`config.mk`:
```
export PLATFORM = sky130hd
export DESIGN_NAME = mem_wb_stage
export DESIGN_NICKNAME = d
export VERILOG_FILES = /design/src/rtl/cpu_pkg.sv /design/src/rtl/mem_wb_reg.sv /design/src/rtl/mem_wb_stage.sv
export SDC_FILE = /design/constraint.sdc
export NUM_CORES = 1
export LEC_CHECK = 0
export CORE_AREA = 2 2 109 111
export DETAILED_ROUTE_END_ITERATION = 10
export DIE_AREA = 0 0 111 113
export GPL_ROUTABILITY_DRIVEN = 1
export PLACE_DENSITY = 0.91
export REMOVE_ABC_BUFFERS = 1
export SYNTH_ARGS = -nofsm -noshare
export SYNTH_HDL_FRONTEND = slang
export SYNTH_SLANG_ARGS = --single-unit
```
`constraint.sdc`:
```
create_clock -name clock -period 4.53 [get_ports clock]
set_clock_uncertainty 0.1 [all_clocks]
set_input_delay 1.359 -clock clock [delete_from_list [all_inputs] [get_ports clock]]
set_output_delay 1.359 -clock clock [all_outputs]
set_load 0.005 [all_outputs]
```
`src/rtl/cpu_pkg.sv`:
```
// Shared definitions for the MIPS core pipeline: write-back source encodings,
// MEM-stage handshake states and the link-address offset.
package cpu_pkg;

    localparam logic [1:0] WB_ALU  = 2'b00;
    localparam logic [1:0] WB_LOAD = 2'b01;
    localparam logic [1:0] WB_LINK = 2'b10;

    localparam int LINK_OFFSET = 8;

    typedef enum logic [1:0] {
        IDLE = 2'b00,
        WAIT = 2'b01,
        ERR  = 2'b10
    } mem_state_t;

    // Loads are identified by their write-back source, stores by their own flag.
    function automatic logic is_mem_op(input logic mem_write, input logic [1:0] wb_src);
        return mem_write | (wb_src == WB_LOAD);
    endfunction

endpackage

```
`src/rtl/mem_wb_reg.sv`:
```
// MEM/WB pipeline register. A bubble clears every field, including the
// register-file write enable, so nothing is retired that cycle.
module mem_wb_reg #(
    parameter int DATA_W = 32
) (
    input  logic              clock,
    input  logic              reset,
    input  logic              i_bubble,
    input  logic [DATA_W-1:0] i_pc,
    input  logic [DATA_W-1:0] i_wdata,
    input  logic [4:0]        i_num_write,
    input  logic              i_reg_write,
    output logic [DATA_W-1:0] o_pc,
    output logic [DATA_W-1:0] o_wdata,
    output logic [4:0]        o_num_write,
    output logic              o_reg_write
);

    logic [DATA_W-1:0] r_pc;
    logic [DATA_W-1:0] r_wdata;
    logic [4:0]        r_num_write;
    logic              r_reg_write;

    always_ff @(posedge clock) begin
        if (reset || i_bubble) begin
            r_pc        <= '0;
            r_wdata     <= '0;
            r_num_write <= '0;
            r_reg_write <= 1'b0;
        end else begin
            r_pc        <= i_pc;
            r_wdata     <= i_wdata;
            r_num_write <= i_num_write;
            r_reg_write <= i_reg_write;
        end
    end

    assign o_pc        = r_pc;
    assign o_wdata     = r_wdata;
    assign o_num_write = r_num_write;
    assign o_reg_write = r_reg_write;

endmodule

```
`src/rtl/mem_wb_stage.sv`:
```
// MEM stage of the 5-stage MIPS core: data-memory req/ack handshake with
// upstream stall, misalignment and timeout detection, and the MEM/WB register.
//   state | meaning
//   IDLE  | no access outstanding; zero-wait accesses complete here
//   WAIT  | request issued, not yet acknowledged; pipeline stalled
//   ERR   | bus timeout seen; memory ops become bubbles until reset
module mem_wb_stage
    import cpu_pkg::*;
#(
    parameter int DATA_W  = 32,
    parameter int TIMEOUT = 16
) (
    input  logic              clock,
    input  logic              reset,
    input  logic [DATA_W-1:0] mem_pc,
    input  logic [DATA_W-1:0] mem_b,
    input  logic [DATA_W-1:0] mem_c,
    input  logic [4:0]        mem_num_write,
    input  logic              mem_mem_write,
    input  logic              mem_reg_write,
    input  logic [1:0]        mem_s_data_write,
    output logic              dmem_req,
    output logic              dmem_we,
    output logic [DATA_W-1:0] dmem_addr,
    output logic [DATA_W-1:0] dmem_wdata,
    input  logic [DATA_W-1:0] dmem_rdata,
    input  logic              dmem_ack,
    output logic              stall,
    output logic [DATA_W-1:0] wb_pc,
    output logic [DATA_W-1:0] wb_wdata,
    output logic [4:0]        wb_num_write,
    output logic              wb_reg_write,
    output logic              misalign_err,
    output logic              bus_err
);

    localparam int CNT_W = $clog2(TIMEOUT + 1);

    mem_state_t        r_state;
    mem_state_t        w_state_next;
    logic [CNT_W-1:0]  r_cnt;
    logic              r_misalign_err;
    logic              r_bus_err;

    logic              w_mem_op;
    logic              w_aligned;
    logic              w_misalign;
    logic              w_timeout;
    logic              w_req;
    logic              w_stall;
    logic              w_bubble;
    logic [DATA_W-1:0] w_wb_wdata;

    assign w_mem_op   = is_mem_op(mem_mem_write, mem_s_data_write);
    assign w_aligned  = (mem_c[1:0] == 2'b00);
    // Inputs are frozen while in WAIT, so misalignment is only judged on entry.
    assign w_misalign = w_mem_op & ~w_aligned & (r_state != WAIT);
    assign w_timeout  = (r_state == WAIT) & ~dmem_ack & (r_cnt == CNT_W'(TIMEOUT));

    always_ff @(posedge clock) begin
        if (reset) begin
            r_state <= IDLE;
        end else begin
            r_state <= w_state_next;
        end
    end

    always_comb begin
        w_state_next = r_state;
        case (r_state)
            IDLE: begin
                if (w_req & ~dmem_ack) begin
                    w_state_next = WAIT;
                end
            end
            WAIT: begin
                if (dmem_ack) begin
                    w_state_next = IDLE;
                end else if (w_timeout) begin
                    w_state_next = ERR;
                end
            end
            ERR:     w_state_next = ERR;
            default: w_state_next = IDLE;
        endcase
    end

    always_comb begin
        w_req = 1'b0;
        case (r_state)
            IDLE:    w_req = w_mem_op & w_aligned;
            WAIT:    w_req = 1'b1;
            default: w_req = 1'b0;
        endcase
        // The expiry cycle releases the pipeline; the access retires as a bubble.
        w_stall = w_req & ~dmem_ack & ~w_timeout;
    end

    always_ff @(posedge clock) begin
        if (reset) begin
            r_cnt <= '0;
        end else if (r_state == IDLE) begin
            r_cnt <= (w_req & ~dmem_ack) ? CNT_W'(1) : '0;
        end else if ((r_state == WAIT) & ~dmem_ack & ~w_timeout) begin
            r_cnt <= r_cnt + CNT_W'(1);
        end else begin
            r_cnt <= '0;
        end
    end

    always_ff @(posedge clock) begin
        if (reset) begin
            r_misalign_err <= 1'b0;
            r_bus_err      <= 1'b0;
        end else begin
            if (w_misalign) begin
                r_misalign_err <= 1'b1;
            end
            if (w_timeout) begin
                r_bus_err <= 1'b1;
            end
        end
    end

    always_comb begin
        w_wb_wdata = mem_c;
        case (mem_s_data_write)
            WB_LOAD: w_wb_wdata = dmem_rdata;
            WB_LINK: w_wb_wdata = mem_pc + DATA_W'(LINK_OFFSET);
            default: w_wb_wdata = mem_c;
        endcase
    end

    assign w_bubble = w_stall | w_misalign | w_timeout | ((r_state == ERR) & w_mem_op);

    mem_wb_reg #(
        .DATA_W(DATA_W)
    ) u_mem_wb_reg (
        .clock       (clock),
        .reset       (reset),
        .i_bubble    (w_bubble),
        .i_pc        (mem_pc),
        .i_wdata     (w_wb_wdata),
        .i_num_write (mem_num_write),
        .i_reg_write (mem_reg_write),
        .o_pc        (wb_pc),
        .o_wdata     (wb_wdata),
        .o_num_write (wb_num_write),
        .o_reg_write (wb_reg_write)
    );

    assign dmem_req     = w_req;
    assign dmem_we      = w_req & mem_mem_write;
    assign dmem_addr    = mem_c;
    assign dmem_wdata   = mem_b;
    assign stall        = w_stall;
    assign misalign_err = r_misalign_err;
    assign bus_err      = r_bus_err;

endmodule

```
; ---- After elaboration in Yosys (flattened, before gate mapping)
; Cells that the tools add are included.
[word_totals]
ff_bits = 79
in_bits = 140
wordCells = 48
[op_classes]
n_addsub = 2
eq_ne = 8
mux = 9
n_bitwise = 17
n_reduce_logical = 4
[op_table]
columns = operator, n
row1 = $pmux W32 S2, 1
row2 = $add A32 B4 Y32 const B, 1
row3 = $and A1 B1 Y1, 10
row4 = $mux W5, 2
row5 = $mux W2, 3
row6 = $pmux W2 S3, 1
row7 = $add A5 B1 Y5 const B, 1
row8 = $eq A5 B5 Y1 const B, 1
row9 = $eq A2 B1 Y1 const B, 2
row10 = $eq A2 B2 Y1 const B, 2
row11 = $logic_not A2 Y1, 2
row12 = $or A1 B1 Y1, 4
row13 = $ne A3 B3 Y1 const B, 1
row14 = $not A1 Y1, 3
row15 = $ne A2 B1 Y1 const B, 1
row16 = $ne A2 B2 Y1 const B, 1
row17 = $pmux W1 S2, 1
row18 = $reduce_and A2 Y1, 1
row19 = $logic_or A1 B1 Y1, 1
row20 = $mux W1, 1

; ---- Depth between registers and ports, before layout
[logic_depth]
word_depth = 10
mapped_depth = 9

; ---- Hierarchy
; Synthesis repeated with hierarchy kept, for this count alone.
[unflattened]
cells_unflattened = 456
area_unflattened_um2 = 4591.9
[by_module_without_submodules]
columns = module, n_inst, cells_per_inst, area_per_inst_um2
row1 = mem_wb_reg, 1, 156, 2457.4
row2 = mem_wb_stage, 1, 300, 2134.5

; ---- Least setup slack after synthesis
; OpenSTA, ideal clock, no wires.
[synth_timing]
kind = input -> output
startpoint = input port mem_s_data_write[1]
endpoint = output port stall
t_arrival_ns = 2.408
slack_ns = 0.663
path_stages = 7
path_buffers = 1
cell_sequence = inv_1 ha_1 clkbuf_1 o21ai_0 a21oi_1 nor2b_1 and2_1
[synth_between]
elab_chain_cells = 6
[synth_lines]
columns = element, line_no
row1 = from (decl), mem_wb_stage.sv:21  ; input logic [1:0] mem_s_data_write,
row2 = $eq A2 B1 Y1, cpu_pkg.sv:19  ; return mem_write | (wb_src == WB_LOAD);
row3 = $or A1 B1 Y1, cpu_pkg.sv:19
row4 = $and A1 B1 Y1, mem_wb_stage.sv:91  ; IDLE: w_req = w_mem_op & w_aligned;
row5 = $pmux W1 S2, mem_wb_stage.sv:90  ; case (r_state)
row6 = via dmem_req, mem_wb_stage.sv:22  ; output logic dmem_req,
row7 = $and A1 B1 Y1 (2 in series), mem_wb_stage.sv:96  ; w_stall = w_req & ~dmem_ack & ~w_timeout;
row8 = to (decl), mem_wb_stage.sv:28  ; output logic stall,
; The timed path passes the listed nets, and every way through them passes these cells.

; ---- Final worst setup path
[layout_timing]
startpoint = input port mem_mem_write
endpoint = output port stall
[layout_between]
elab_chain_cells = 5
[layout_lines]
columns = element, line_no
row1 = from (decl), mem_wb_stage.sv:19  ; input logic mem_mem_write,
row2 = $or A1 B1 Y1, cpu_pkg.sv:19
row3 = $and A1 B1 Y1, mem_wb_stage.sv:91
row4 = $pmux W1 S2, mem_wb_stage.sv:90
row5 = $and A1 B1 Y1 (2 in series), mem_wb_stage.sv:96
; Every way passes these cells.

==> flow_metrics.env <==
export IMPL_grt_overflow_total=0
export IMPL_layout_drive_gt1_share_pct=7.89
export IMPL_placed_area_um2=5770
export IMPL_synth_top_cell_by_area="dfxtp_1"
export IMPL_wire_per_inst_um=20.9
export IMPL_clk_latency_ps=340
export IMPL_dieArea_um2=12500
export IMPL_num_vias=3887
export IMPL_final_util_pct=54.2
export IMPL_area_growth_pct=54.7
export IMPL_hold_path_depth=2
export IMPL_slew_headroom_pct=60.3
export IMPL_status="completed"
export IMPL_synth_main_ff_cell="dfxtp_1"
export IMPL_instances_no_fill=751
export IMPL_synth_async_sr_flop_share_pct=0
export IMPL_yosys_warnings=0
export IMPL_cts_tree="built"
export IMPL_syn_area_per_cell_um2=8.76
export IMPL_grt_max_degree=40
export IMPL_start_util_pct=35.0
export IMPL_hold_ws_ps=366
export IMPL_routabilityCongestion=0.872
export IMPL_critPathRequiredTime_ps=3070
export IMPL_finalHoldViolations=0
export IMPL_clk_path_buf_depth=2
export IMPL_design_area_um2=6110
export IMPL_synth_top_area_share_pct=40.0
export IMPL_grt_pass1_vias=4094
export IMPL_fillCellCount=990
export IMPL_wl_um=15700
export IMPL_cts_clk_slew_worst_paths_ps=60
export IMPL_grt_setup_unrepaired="no"
export IMPL_p_leak_nw=2.31
export IMPL_first_pass_iters=4
export IMPL_fin_nets=748
export IMPL_drv_cap=0
export IMPL_synth_seq_cells=79
export IMPL_period_minus_slack_ps=4410
export IMPL_ff2ff_path_depth=6
export IMPL_hold_buffers=0
export IMPL_vdd_ir_drop_worst_v=0.000301
export IMPL_postRouteAntennaNets=0
export IMPL_synth_common_cells="dfxtp_1, buf_4, and2_1"
export IMPL_drc=0
export IMPL_report_final_slew_viol_count=0
export IMPL_path_class="in -> out"
export IMPL_io_buffers=214
export IMPL_cts_sinks=79
export IMPL_antenna_found_initial=0
export IMPL_fp_dieW_um=111
export IMPL_path_max_fanout=3
export IMPL_core_area_um2=11300
export IMPL_cp_end_kind="primary output"
export IMPL_synth_cells=451
export IMPL_placed_cells=734
export IMPL_synth_edf_count=0
export IMPL_numCtsBuffers=9
export IMPL_yosysUniqueCellTypes=48
export IMPL_yosysMostFrequentCell="dfxtp_1"
export IMPL_seq_area_um2=1580
export IMPL_grtUsageTotal_pct=24.9
export IMPL_htreeDepth=3
export IMPL_fp_dieH_um=113
export IMPL_ios=279
export IMPL_core_rowCount=39
export IMPL_drt_iter0_markers=191
export IMPL_clock_fmax_mhz=227
export IMPL_power_density_nw_per_um2=306
export IMPL_final_setup_tns_ps=0
export IMPL_hold_class="reg -> reg"
export IMPL_via_per_inst=5.18
export IMPL_start_kind="primary input"
export IMPL_fin_crit_sh_pct=97.3
export IMPL_netlist_area_um2=3950
export IMPL_dp_hpwl_um=12100
export IMPL_seq_area_frac_synth_pct=40.0
export IMPL_multi_input_area_um2=1740
export IMPL_tightest_slew_ps=595
export IMPL_setup_violations_final=0
export IMPL_yosys_top_cells_area="dfxtp_1, buf_4, and2_1"
export IMPL_root_buffer="clkbuf_16"
export IMPL_antenna_cells=0
export IMPL_grt_pass1_wl_um=23700
export IMPL_arrival_ps=2950
[registers in the layout, summed over array words and instances (netlist names)]
signal,count
u_mem_wb_reg.o_wdata,32
r_cnt,5
bus_err,1
u_mem_wb_reg.o_pc,32
misalign_err,1
r_state,2
u_mem_wb_reg.o_reg_write,1
u_mem_wb_reg.o_num_write,5
[worst paths after layout]
check                          start                                   to  slack, ps
min             bus_err$_SDFFE_PP0P_                 bus_err$_SDFFE_PP0P_        370
max reg2reg  r_state[0]$_SDFFE_PP0P_  u_mem_wb_reg.o_wdata[10]$_SDFF_PP0_       2520
min reg2reg     bus_err$_SDFFE_PP0P_                 bus_err$_SDFFE_PP0P_        370
max                    mem_mem_write                                stall        120
[critical path: stages]
cell and delay, ps:
clkdlybuf4s50_1 550, o21ai_2 80, a21oi_2 160, nor2b_4 170, and2_1 130, clkdlybuf4s50_1 490
[per-stage QoR]
stage	power, W	setup slack, ps
final	0.00187	122
after global routing	0.00195	60.2
after CTS	0.00189	23.4
after detailed placement	0.00115	-218
after global placement	0.00114	-135
after floorplan	0.000873	242
[metal layers]
metal  global-route usage, %  vias up  part of all wire, %
met5                    5.10        -                 0.46
met4                    7.17        2                  1.8
met3                    15.4       24                   14
met2                    37.7      231                   44
met1                    29.2     1807                   40
li1                        -     1823                    -
[cell type report]
class,count,area share (%)
clock buffers,9,3.68
clock inverters,7,1.21
inverters,17,1.04
multi-input cells,267,28.4
flip-flops and latches,79,25.9
well taps,143,2.93
repair buffers,229,36.9
[power breakdown]
part           switching, W  internal (W)  total (W)
combinational      0.000167      0.000232   0.000399
clock              0.000297      0.000427   0.000724
sequential        0.0000115      0.000733   0.000745
total              0.000475       0.00139    0.00187
[cell usage in the layout (no fill, tap or decap), types with 5 or more instances in the layout]
master and n:
a221oi_1 17, clkbuf_16 9, nand2_1 25, inv_1 15
nand4_1 9, a21oi_1 14, and2_1 40, or4_1 5
a221o_1 5, nor2_1 33, xnor2_1 13, dfxtp_1 79
nor4_1 8, buf_4 15, nor3_1 21, nand3_1 8
o21ai_0 14, clkdlybuf4s50_1 210
[what timing repair did]
action | CTS | global route
gates resized for setup | 9 | 5
pin swaps | 2 | 2
endpoints found under the setup margin | 3 | 2
buffers inserted | 1 | 0
[logic make-up (layout without fill, tap and decap cells)]
kind of cell	after synthesis	count (layout)	synth area share, %
xor+xnor	17	17	3.77
compound gates	75	75	13.9
simple gates	165	165	22.2
flops	79	79	40.0
fa+ha+maj	5	5	1.58
buf+inv	105	262	17.2
mux	5	5	1.30
Note: power is estimated with default switching activity, not from simulation.
